===== src/rtl/fpu_seq_mul_if.sv =====
// Operand/result bundle for the sequential multiplier; level start/done
// handshake shared with the FPU's sequential divider.
interface fpu_seq_mul_if #(
    parameter int WIDTH = 24
);
    logic [WIDTH-1:0]   multiplicand;
    logic [WIDTH-1:0]   multiplier;
    logic               start_operation_mul_fsm;
    logic [2*WIDTH-1:0] product;
    logic               operation_done_mul_fsm;
    logic               busy;

    // Handshake: the requester raises start with stable operands; the unit
    // samples them on the edge it leaves idle and raises done when the product
    // is valid. Done holds while start stays high and falls one edge after
    // start drops. A new operation needs start to go low and high again.
    modport master (
        output multiplicand, multiplier, start_operation_mul_fsm,
        input  product, operation_done_mul_fsm, busy
    );

    modport slave (
        input  multiplicand, multiplier, start_operation_mul_fsm,
        output product, operation_done_mul_fsm, busy
    );
endinterface


===== src/rtl/fpu_seq_mul.sv =====
// Unsigned shift-and-add multiplier, one multiplier bit per iteration.
// Product is 2*WIDTH bits and is held until the next completion or reset.
module fpu_seq_mul #(
    parameter int WIDTH = 24
) (
    input  logic            clk,
    input  logic            arst,
    fpu_seq_mul_if.slave    mul_if,
    output logic [2:0]      dbg_state_o
);

    localparam int CW = $clog2(WIDTH + 1);

    typedef enum logic [2:0] {
        MUL_IDLE_ST          = 3'd0,
        MUL_START_ST         = 3'd1,
        MUL_TEST_ST          = 3'd2,
        MUL_ADD_ST           = 3'd3,
        MUL_SHIFT_ST         = 3'd4,
        MUL_CHECK_COUNTER_ST = 3'd5,
        MUL_RESULT_VALID_ST  = 3'd6
    } state_t;

    state_t             state_q, state_d;
    logic [WIDTH:0]     acc_q;
    logic [WIDTH-1:0]   mq_q;
    logic [WIDTH-1:0]   mcand_q;
    logic [CW-1:0]      cnt_q;
    logic [2*WIDTH-1:0] product_q;
    logic               done_q;
    logic               busy_q;

    always_comb begin
        state_d = MUL_IDLE_ST;
        case (state_q)
            MUL_IDLE_ST:          state_d = mul_if.start_operation_mul_fsm ? MUL_START_ST : MUL_IDLE_ST;
            MUL_START_ST:         state_d = MUL_TEST_ST;
            MUL_TEST_ST:          state_d = mq_q[0] ? MUL_ADD_ST : MUL_SHIFT_ST;
            MUL_ADD_ST:           state_d = MUL_SHIFT_ST;
            MUL_SHIFT_ST:         state_d = MUL_CHECK_COUNTER_ST;
            MUL_CHECK_COUNTER_ST: state_d = (cnt_q == '0) ? MUL_RESULT_VALID_ST : MUL_TEST_ST;
            MUL_RESULT_VALID_ST:  state_d = mul_if.start_operation_mul_fsm ? MUL_RESULT_VALID_ST
                                                                           : MUL_IDLE_ST;
            default:              state_d = MUL_IDLE_ST;
        endcase
    end

    // done/busy are registered from the next state so they move with state_q.
    always_ff @(posedge clk or posedge arst) begin
        if (arst) begin
            state_q   <= MUL_IDLE_ST;
            acc_q     <= '0;
            mq_q      <= '0;
            mcand_q   <= '0;
            cnt_q     <= '0;
            product_q <= '0;
            done_q    <= 1'b0;
            busy_q    <= 1'b0;
        end else begin
            state_q <= state_d;
            done_q  <= (state_d == MUL_RESULT_VALID_ST);
            busy_q  <= (state_d != MUL_IDLE_ST) && (state_d != MUL_RESULT_VALID_ST);
            case (state_q)
                MUL_IDLE_ST: begin
                    // Operands are captured on the edge entering the start state.
                    if (mul_if.start_operation_mul_fsm) begin
                        mcand_q <= mul_if.multiplicand;
                        mq_q    <= mul_if.multiplier;
                        acc_q   <= '0;
                        cnt_q   <= CW'(WIDTH);
                    end
                end
                MUL_ADD_ST: begin
                    acc_q <= {1'b0, acc_q[WIDTH-1:0]} + {1'b0, mcand_q};
                end
                MUL_SHIFT_ST: begin
                    acc_q <= {1'b0, acc_q[WIDTH:1]};
                    mq_q  <= {acc_q[0], mq_q[WIDTH-1:1]};
                    cnt_q <= cnt_q - 1'b1;
                end
                MUL_CHECK_COUNTER_ST: begin
                    if (cnt_q == '0) begin
                        product_q <= {acc_q[WIDTH-1:0], mq_q};
                    end
                end
                default: ;
            endcase
        end
    end

    assign mul_if.product                = product_q;
    assign mul_if.operation_done_mul_fsm = done_q;
    assign mul_if.busy                   = busy_q;
    assign dbg_state_o                   = state_q;

endmodule


===== src/flat_wrapper.sv =====
// flat-port wrapper written by rule: the top's interface ports become plain ports
module fpu_seq_mul_flat 
#(
    parameter int WIDTH = 24
)
  (clk, arst, dbg_state_o, mul_if_multiplicand, mul_if_multiplier, mul_if_start_operation_mul_fsm, mul_if_product, mul_if_operation_done_mul_fsm, mul_if_busy);
  fpu_seq_mul_if #(.WIDTH(WIDTH)) mul_if_i ();
  input  logic clk;
  input  logic arst;
  output logic [2:0] dbg_state_o;
  input wire logic [$bits(mul_if_i.multiplicand)-1:0] mul_if_multiplicand;
  input wire logic [$bits(mul_if_i.multiplier)-1:0] mul_if_multiplier;
  input wire logic [$bits(mul_if_i.start_operation_mul_fsm)-1:0] mul_if_start_operation_mul_fsm;
  output wire logic [$bits(mul_if_i.product)-1:0] mul_if_product;
  output wire logic [$bits(mul_if_i.operation_done_mul_fsm)-1:0] mul_if_operation_done_mul_fsm;
  output wire logic [$bits(mul_if_i.busy)-1:0] mul_if_busy;
  assign mul_if_i.multiplicand = mul_if_multiplicand;
  assign mul_if_i.multiplier = mul_if_multiplier;
  assign mul_if_i.start_operation_mul_fsm = mul_if_start_operation_mul_fsm;
  assign mul_if_product = mul_if_i.product;
  assign mul_if_operation_done_mul_fsm = mul_if_i.operation_done_mul_fsm;
  assign mul_if_busy = mul_if_i.busy;
  fpu_seq_mul #(.WIDTH(WIDTH)) u_core (.clk(clk), .arst(arst), .mul_if(mul_if_i), .dbg_state_o(dbg_state_o));
endmodule

===== config.mk =====
export PLATFORM = sky130hd
export DESIGN_NAME = fpu_seq_mul_flat
export DESIGN_NICKNAME = d
export VERILOG_FILES = /design/src/rtl/fpu_seq_mul_if.sv /design/src/rtl/fpu_seq_mul.sv /design/src/flat_wrapper.sv
export SDC_FILE = /design/constraint.sdc
export NUM_CORES = 1
export LEC_CHECK = 0
export ABC_CLOCK_PERIOD_IN_PS = 4500
export CAP_MARGIN = 20
export CORE_MARGIN = 1.5
export CORE_UTILIZATION = 40
export DETAILED_ROUTE_END_ITERATION = 12
export HOLD_SLACK_MARGIN = 0.06
export PLACE_DENSITY = 0.65
export SETUP_SLACK_MARGIN = 0.1
export SLEW_MARGIN = 0
export SYNTH_ARGS = -nofsm -noshare
export SYNTH_HDL_FRONTEND = slang
export SYNTH_SLANG_ARGS = --single-unit

===== constraint.sdc =====
create_clock -name clk -period 4.5 [get_ports clk]
set_input_delay 0.9 -clock clk [delete_from_list [all_inputs] [get_ports clk]]
set_output_delay 0.9 -clock clk [all_outputs]
set_load 0.02 [all_outputs]

# After elaboration in Yosys (flattened, before gate mapping)
# Cells that the tools add are included.
# word_totals
register_bits	131
output_inout_bits	53
elab_cells	40
# classes
add_sub_neg	2
eq_ne	9
muxes	11
reduce_logical	10
# op_table
operator	count
$pmux W25 S3	1
$pmux W24 S2	1
$add A24 B24 Y25	1
$mux W25	1
$mux W24	1
$pmux W3 S7	1
$eq A3 B3 Y1 const B	4
$pmux W5 S2	1
$mux W3	3
$reduce_and A2 Y1	4
$eq A3 B2 Y1 const B	2
$reduce_bool A3 Y1	2
$logic_not A5 Y1	1
$mux W5	1
$sub A5 B1 Y5 const B	1
$eq A3 B1 Y1 const B	1
$logic_not A3 Y1	1
$ne A3 B3 Y1 const B	1
$ne A2 B2 Y1 const B	1
$reduce_bool A2 Y1	1
$logic_and A1 B1 Y1	1
$mux W1	1

# Depth between registers and ports, before layout
# depth
word_depth	5
ltp_mapped	11

# Least setup slack after synthesis
# Ideal clock, no wire load.
# synth_path
path_type	register to register
startpoint	reg u_core.acc_q[0]
endpoint	reg u_core.acc_q[22]
arrival_time_ns	2.287
setup_slack_ns	2.078
path_stages_with_launch	12
period_less_slack_ns	2.422
path_cell_list	dfrtp_1 -> ha_1 -> inv_1 -> fa_1 -> nand2b_1 -> a21oi_1 -> o211ai_1 -> and4_1 -> nor4_1 -> a41oi_1 -> nand4b_1 -> o311ai_1
# synth_via
elab_chain_len	2
# synth_rtl
item	line_no	source
start, declared	fpu_seq_mul.sv:25	logic [WIDTH:0] acc_q;
start signal, assigned	fpu_seq_mul.sv:74	acc_q <= {1'b0, acc_q[WIDTH-1:0]} + {1'b0, mcand_q};
start signal, assigned	fpu_seq_mul.sv:77	acc_q <= {1'b0, acc_q[WIDTH:1]};
$add A24 B24 Y25	fpu_seq_mul.sv:74	
$pmux W25 S3	fpu_seq_mul.sv:63	case (state_q)
# No other way between the ends.
# A chain may end at the register's enable or synchronous reset.

# Final worst setup path
# Ends and elaborated chain as after synthesis.

==> impl_table.tex <==
\begin{tabular}{lr}
\hline
Metric & Value \\
\hline
\multicolumn{2}{l}{\textbf{Clock network}} \\
\quad TritonCTS Buffers & 17 \\
\quad Number of H-tree branching levels & 4 \\
\quad Buffer cell driving the clock tree root & sky130\_fd\_sc\_hd\_\_clkbuf\_16 \\
\quad Worst skew pair latency & 0.43 ns \\
\quad Hold buffer count at cts & 0 \\
\quad Total of cells resized after clock tree synthesis & 0 \\
\quad CTS tree & yes \\
\quad Clock buffer depth & 2 \\
\quad Number of setup buffers added after CTS & 0 \\
\quad Num Clock Sinks & 131 \\
\quad Clock slew seen by the registers of the worst setup and hold paths & 0.06 ns \\
\multicolumn{2}{l}{\textbf{Finish}} \\
\quad Area overhead of the layout relative to synthesis & 31.0\% \\
\quad Filler-free cell count of the finished design & 865 \\
\quad Layout cells sized above 1 & 18.7\% \\
\quad Total of fill cells in the finished design & 1,322 \\
\quad Combined area of the multi-input logic cells & 0.00278 sq mm \\
\quad Number of nets at the end of the flow & 719 \\
\quad Register area & 0.00328 sq mm \\
\quad Final antenna diode count & 0 \\
\multicolumn{2}{l}{\textbf{Detailed routing}} \\
\quad Total iterations of the first detailed-routing run & 6 \\
\quad DRC violation total after the first TritonRoute iteration & 394 \\
\quad Via count & 4,695 \\
\quad Final routed DRC violation total & 0 \\
\quad Detail Route Antenna Nets & 0 \\
\quad Routed WL & 14,400 um \\
\quad Routed vias/inst & 5.43 \\
\quad Average detailed-routed wire length per instance & 16.6 um \\
\multicolumn{2}{l}{\textbf{Min path}} \\
\quad Worst hold path class & reg -> reg \\
\quad Hold EP & u\_core.cnt\_q[4]\$\_DFFE\_PP0P\_ \\
\quad Hold path startpoint & u\_core.cnt\_q[4]\$\_DFFE\_PP0P\_ \\
\quad Instance count along the most critical hold path & 1 \\
\multicolumn{2}{l}{\textbf{Place}} \\
\quad Last weighted congestion value of the routability-driven placer & 0.851 \\
\quad Number of port buffers & 103 \\
\quad DP Cell Count & 832 \\
\quad Final HPWL DP & 9620 um \\
\multicolumn{2}{l}{\textbf{STA}} \\
\quad Max\_slew headroom & 37.7\% \\
\quad \# setup viols final & 0 \\
\quad Final critical-path required period & 2.95 ns \\
\quad Maximum frequency from static timing analysis & 0.339 GHz \\
\quad Worst Max-Slew Pin Slew & 0.932 ns \\
\quad Setup TNS Final & 0 ns \\
\quad Post-route clock period utilization & 65.6\% \\
\quad Clock Skew & 0.00936 ns \\
\quad RSZ-0062 raised after global routing & no \\
\quad Final Hold Vio Count & 0 \\
\quad Number of max-slew violations in the final report & 0 \\
\multicolumn{2}{l}{\textbf{Worst setup path}} \\
\quad Critical Setup Path Class & reg -> reg \\
\quad Kind of end point of the critical path & flop \\
\quad CP startpoint kind & flop \\
\quad Max FO, Critical Path & 4 \\
\quad Endpoint arrival time on the critical path & 3.27 ns \\
\quad Crit Reg-Reg Endpoint & u\_core.acc\_q[22]\$\_DFFE\_PP0P\_ \\
\quad Startpoint of the worst register-to-register path & u\_core.acc\_q[0]\$\_DFFE\_PP0P\_ \\
\quad Register-to-register setup slack & 1.55 ns \\
\quad R2R depth & 10 \\
\quad Endpoint required time on the critical path & 4.82 ns \\
\multicolumn{2}{l}{\textbf{Synth}} \\
\quad Fraction of post-synthesis cell area in the top cell type by area & 52.3\% \\
\quad Synthesized netlist net count & 615 \\
\quad Sequential share of the synthesized area & 52.3\% \\
\quad Synth Warn \# & 0 \\
\quad Commonest cells in the synthesized netlist & sky130\_fd\_sc\_hd\_\_dfrtp\_1, sky130\_fd\_sc\_hd\_\_mux2\_2, sky130\_fd\_sc\_hd\_\_o21ai\_0 \\
\quad Netlist cell types & 51 \\
\quad Cell count after synthesis & 538 \\
\quad Most used flip-flop cell after synthesis & sky130\_fd\_sc\_hd\_\_dfrtp\_1 \\
\quad Dominant cells by area after synthesis & sky130\_fd\_sc\_hd\_\_dfrtp\_1, sky130\_fd\_sc\_hd\_\_mux2\_2, sky130\_fd\_sc\_hd\_\_ha\_1 \\
\quad Cell type with the highest aggregate area in the netlist & sky130\_fd\_sc\_hd\_\_dfrtp\_1 \\
\quad Area of the mapped netlist & 0.00626 sq mm \\
\quad Count of flip-flops with a built-in enable after synthesis & 0 \\
\quad Asr flop ratio synth & 100\% \\
\quad Most used standard cell by instance count after synthesis & sky130\_fd\_sc\_hd\_\_dfrtp\_1 \\
\quad Register bit total from synthesis & 131 \\
\quad Mapped Avg Cell Area & 11.6 sq um \\
\multicolumn{2}{l}{\textbf{Flow run}} \\
\quad Max-cap violation count & 0 \\
\multicolumn{2}{l}{\textbf{Global routing}} \\
\quad Antenna violations before repair & 0 \\
\quad GRT overflow & 0 \\
\quad Overall Global Routing Usage & 18.5\% \\
\quad Global-route wire length before repair & 23,600 um \\
\quad Pin count of the biggest net entering global routing & 87 \\
\quad Number of global-route vias before repair & 4,579 \\
\multicolumn{2}{l}{\textbf{Floorplanning}} \\
\quad I/O pin count & 104 \\
\quad Placement Rows & 45 \\
\quad Die span in y & 128 um \\
\quad Floorplan core area & 0.0153 sq mm \\
\quad Effective utilization at floorplan & 41.1\% \\
\quad Width of the chip & 128 um \\
\quad Die Area & 0.0164 sq mm \\
\multicolumn{2}{l}{\textbf{Run status}} \\
\quad Result of the run & finished clean \\
\multicolumn{2}{l}{\textbf{Power}} \\
\quad Power Dens Cells & 650 mW/mm\^{}2 \\
\quad Leakage power & 0.00377 uW \\
\quad Worst-case vdd ir drop & 0.000288 V \\
\hline
\end{tabular}
==> sequential cells by signal, indices dropped and copies added (netlist names) <==
signal and flops:
u_core.acc_q 25, u_core.cnt_q 5, u_core.dbg_state_o 3, u_core.mcand_q 24, u_core.mq_q 24, u_core.mul_if.busy 1
u_core.mul_if.operation_done_mul_fsm 1, u_core.mul_if.product 48
==> layout make-up <==
| type | instances | area share (%) |
|---|---|---|
| Multi-Input combinational cell | 349 | 33.9 |
| Clock buffer | 19 | 5.40 |
| Sequential cell | 131 | 39.9 |
| Inverter | 31 | 1.45 |
| Clock inverter | 12 | 2.21 |
| Timing Repair Buffer | 112 | 13.9 |
| Tap cell | 211 | 3.22 |
==> report_power, final <==
group / internal, uW / switching, uW / leakage [uW] / total [uW]
Clock: 939 / 525 / 0.000292 / 1460
Sequential: 1520 / 302 / 0.00171 / 1830
Combinational: 924 / 1120 / 0.00177 / 2040
Total: 3390 / 1950 / 0.00377 / 5330
==> worst max-delay path by stage <==
stage / depth (start not counted) / end / start / slack, ns
3_3_place_gp: 6 / u_core.mq_q[16]$_DFFE_PP0P_ / mul_if_start_operation_mul_fsm / 1.44
3_5_place_dp: 6 / u_core.mq_q[21]$_DFFE_PP0P_ / mul_if_start_operation_mul_fsm / 1.38
5_1_grt: 10 / u_core.acc_q[22]$_DFFE_PP0P_ / u_core.acc_q[0]$_DFFE_PP0P_ / 1.31
2_1_floorplan: 1 / u_core.acc_q[0]$_DFFE_PP0P_ / arst / 0.10
6_report: 10 / u_core.acc_q[22]$_DFFE_PP0P_ / u_core.acc_q[0]$_DFFE_PP0P_ / 1.55
4_1_cts: 10 / u_core.acc_q[22]$_DFFE_PP0P_ / u_core.acc_q[0]$_DFFE_PP0P_ / 1.56
==> metrics by stage <==
stage          power [uW]  hold slack [ns]  instance area (sq um)  util, %  worst slack [ns]
5_1_grt              5710            0.521                   8210     53.8              1.31
6_report             5330            0.493                   8210     53.8              1.55
4_1_cts              5350            0.490                   8160     53.5              1.56
2_1_floorplan        3300            0.441                   6260        -             0.102
3_3_place_gp         3780            0.452                   7540     49.4              1.44
3_5_place_dp         3850            0.480                   7540     49.4              1.38
==> placed cells by master, fill, tap and decap left out, types with 9 or more instances in the layout <==
cell type and n:
sky130_fd_sc_hd__dfrtp_1 131, sky130_fd_sc_hd__clkdlybuf4s50_1 103, sky130_fd_sc_hd__mux2_2 71, sky130_fd_sc_hd__o21ai_0 36, sky130_fd_sc_hd__inv_1 30, sky130_fd_sc_hd__a21oi_1 29
sky130_fd_sc_hd__nand2_1 25, sky130_fd_sc_hd__ha_1 25, sky130_fd_sc_hd__nor2_1 22, sky130_fd_sc_hd__a222oi_1 22, sky130_fd_sc_hd__clkbuf_16 17, sky130_fd_sc_hd__a22oi_1 16
sky130_fd_sc_hd__xnor2_1 11, sky130_fd_sc_hd__a21o_1 9
==> cells by family (layout without fill, tap and decap cells) <==
family                     after synthesis  count (layout)  share of synthesized area (%)
AOI/OAI and AO/OA                      147             147                           16.3
adders and majority gates               26              26                           5.31
xor gates and xnor gates                19              19                           2.66
and+or+nand+nor                         81              81                           6.17
DFF                                    131             131                           52.3
buffers and inverters                   58             174                           3.55
muxes                                   76              76                           13.6
==> worst max-delay path, stage by stage (launching register included) <==
cell and delay, ns:
sky130_fd_sc_hd__dfrtp_1 0.40, sky130_fd_sc_hd__ha_1 0.21, sky130_fd_sc_hd__inv_1 0.06, sky130_fd_sc_hd__fa_1 0.40
sky130_fd_sc_hd__nand2b_1 0.18, sky130_fd_sc_hd__a21oi_1 0.17, sky130_fd_sc_hd__o211ai_1 0.19, sky130_fd_sc_hd__and4_1 0.21
sky130_fd_sc_hd__nor4_1 0.48, sky130_fd_sc_hd__a41oi_1 0.25, sky130_fd_sc_hd__o311ai_1 0.29
==> layer usage <==
layer	up-vias	global-route usage [%]	part of all wire, %
met5	-	0	0
met4	0	9.65	2.6
met3	25	3.76	4.5
met2	128	29.1	48
met1	2348	24.2	45
li1	2194	-	-
Note: power is estimated with default switching activity, not from simulation.
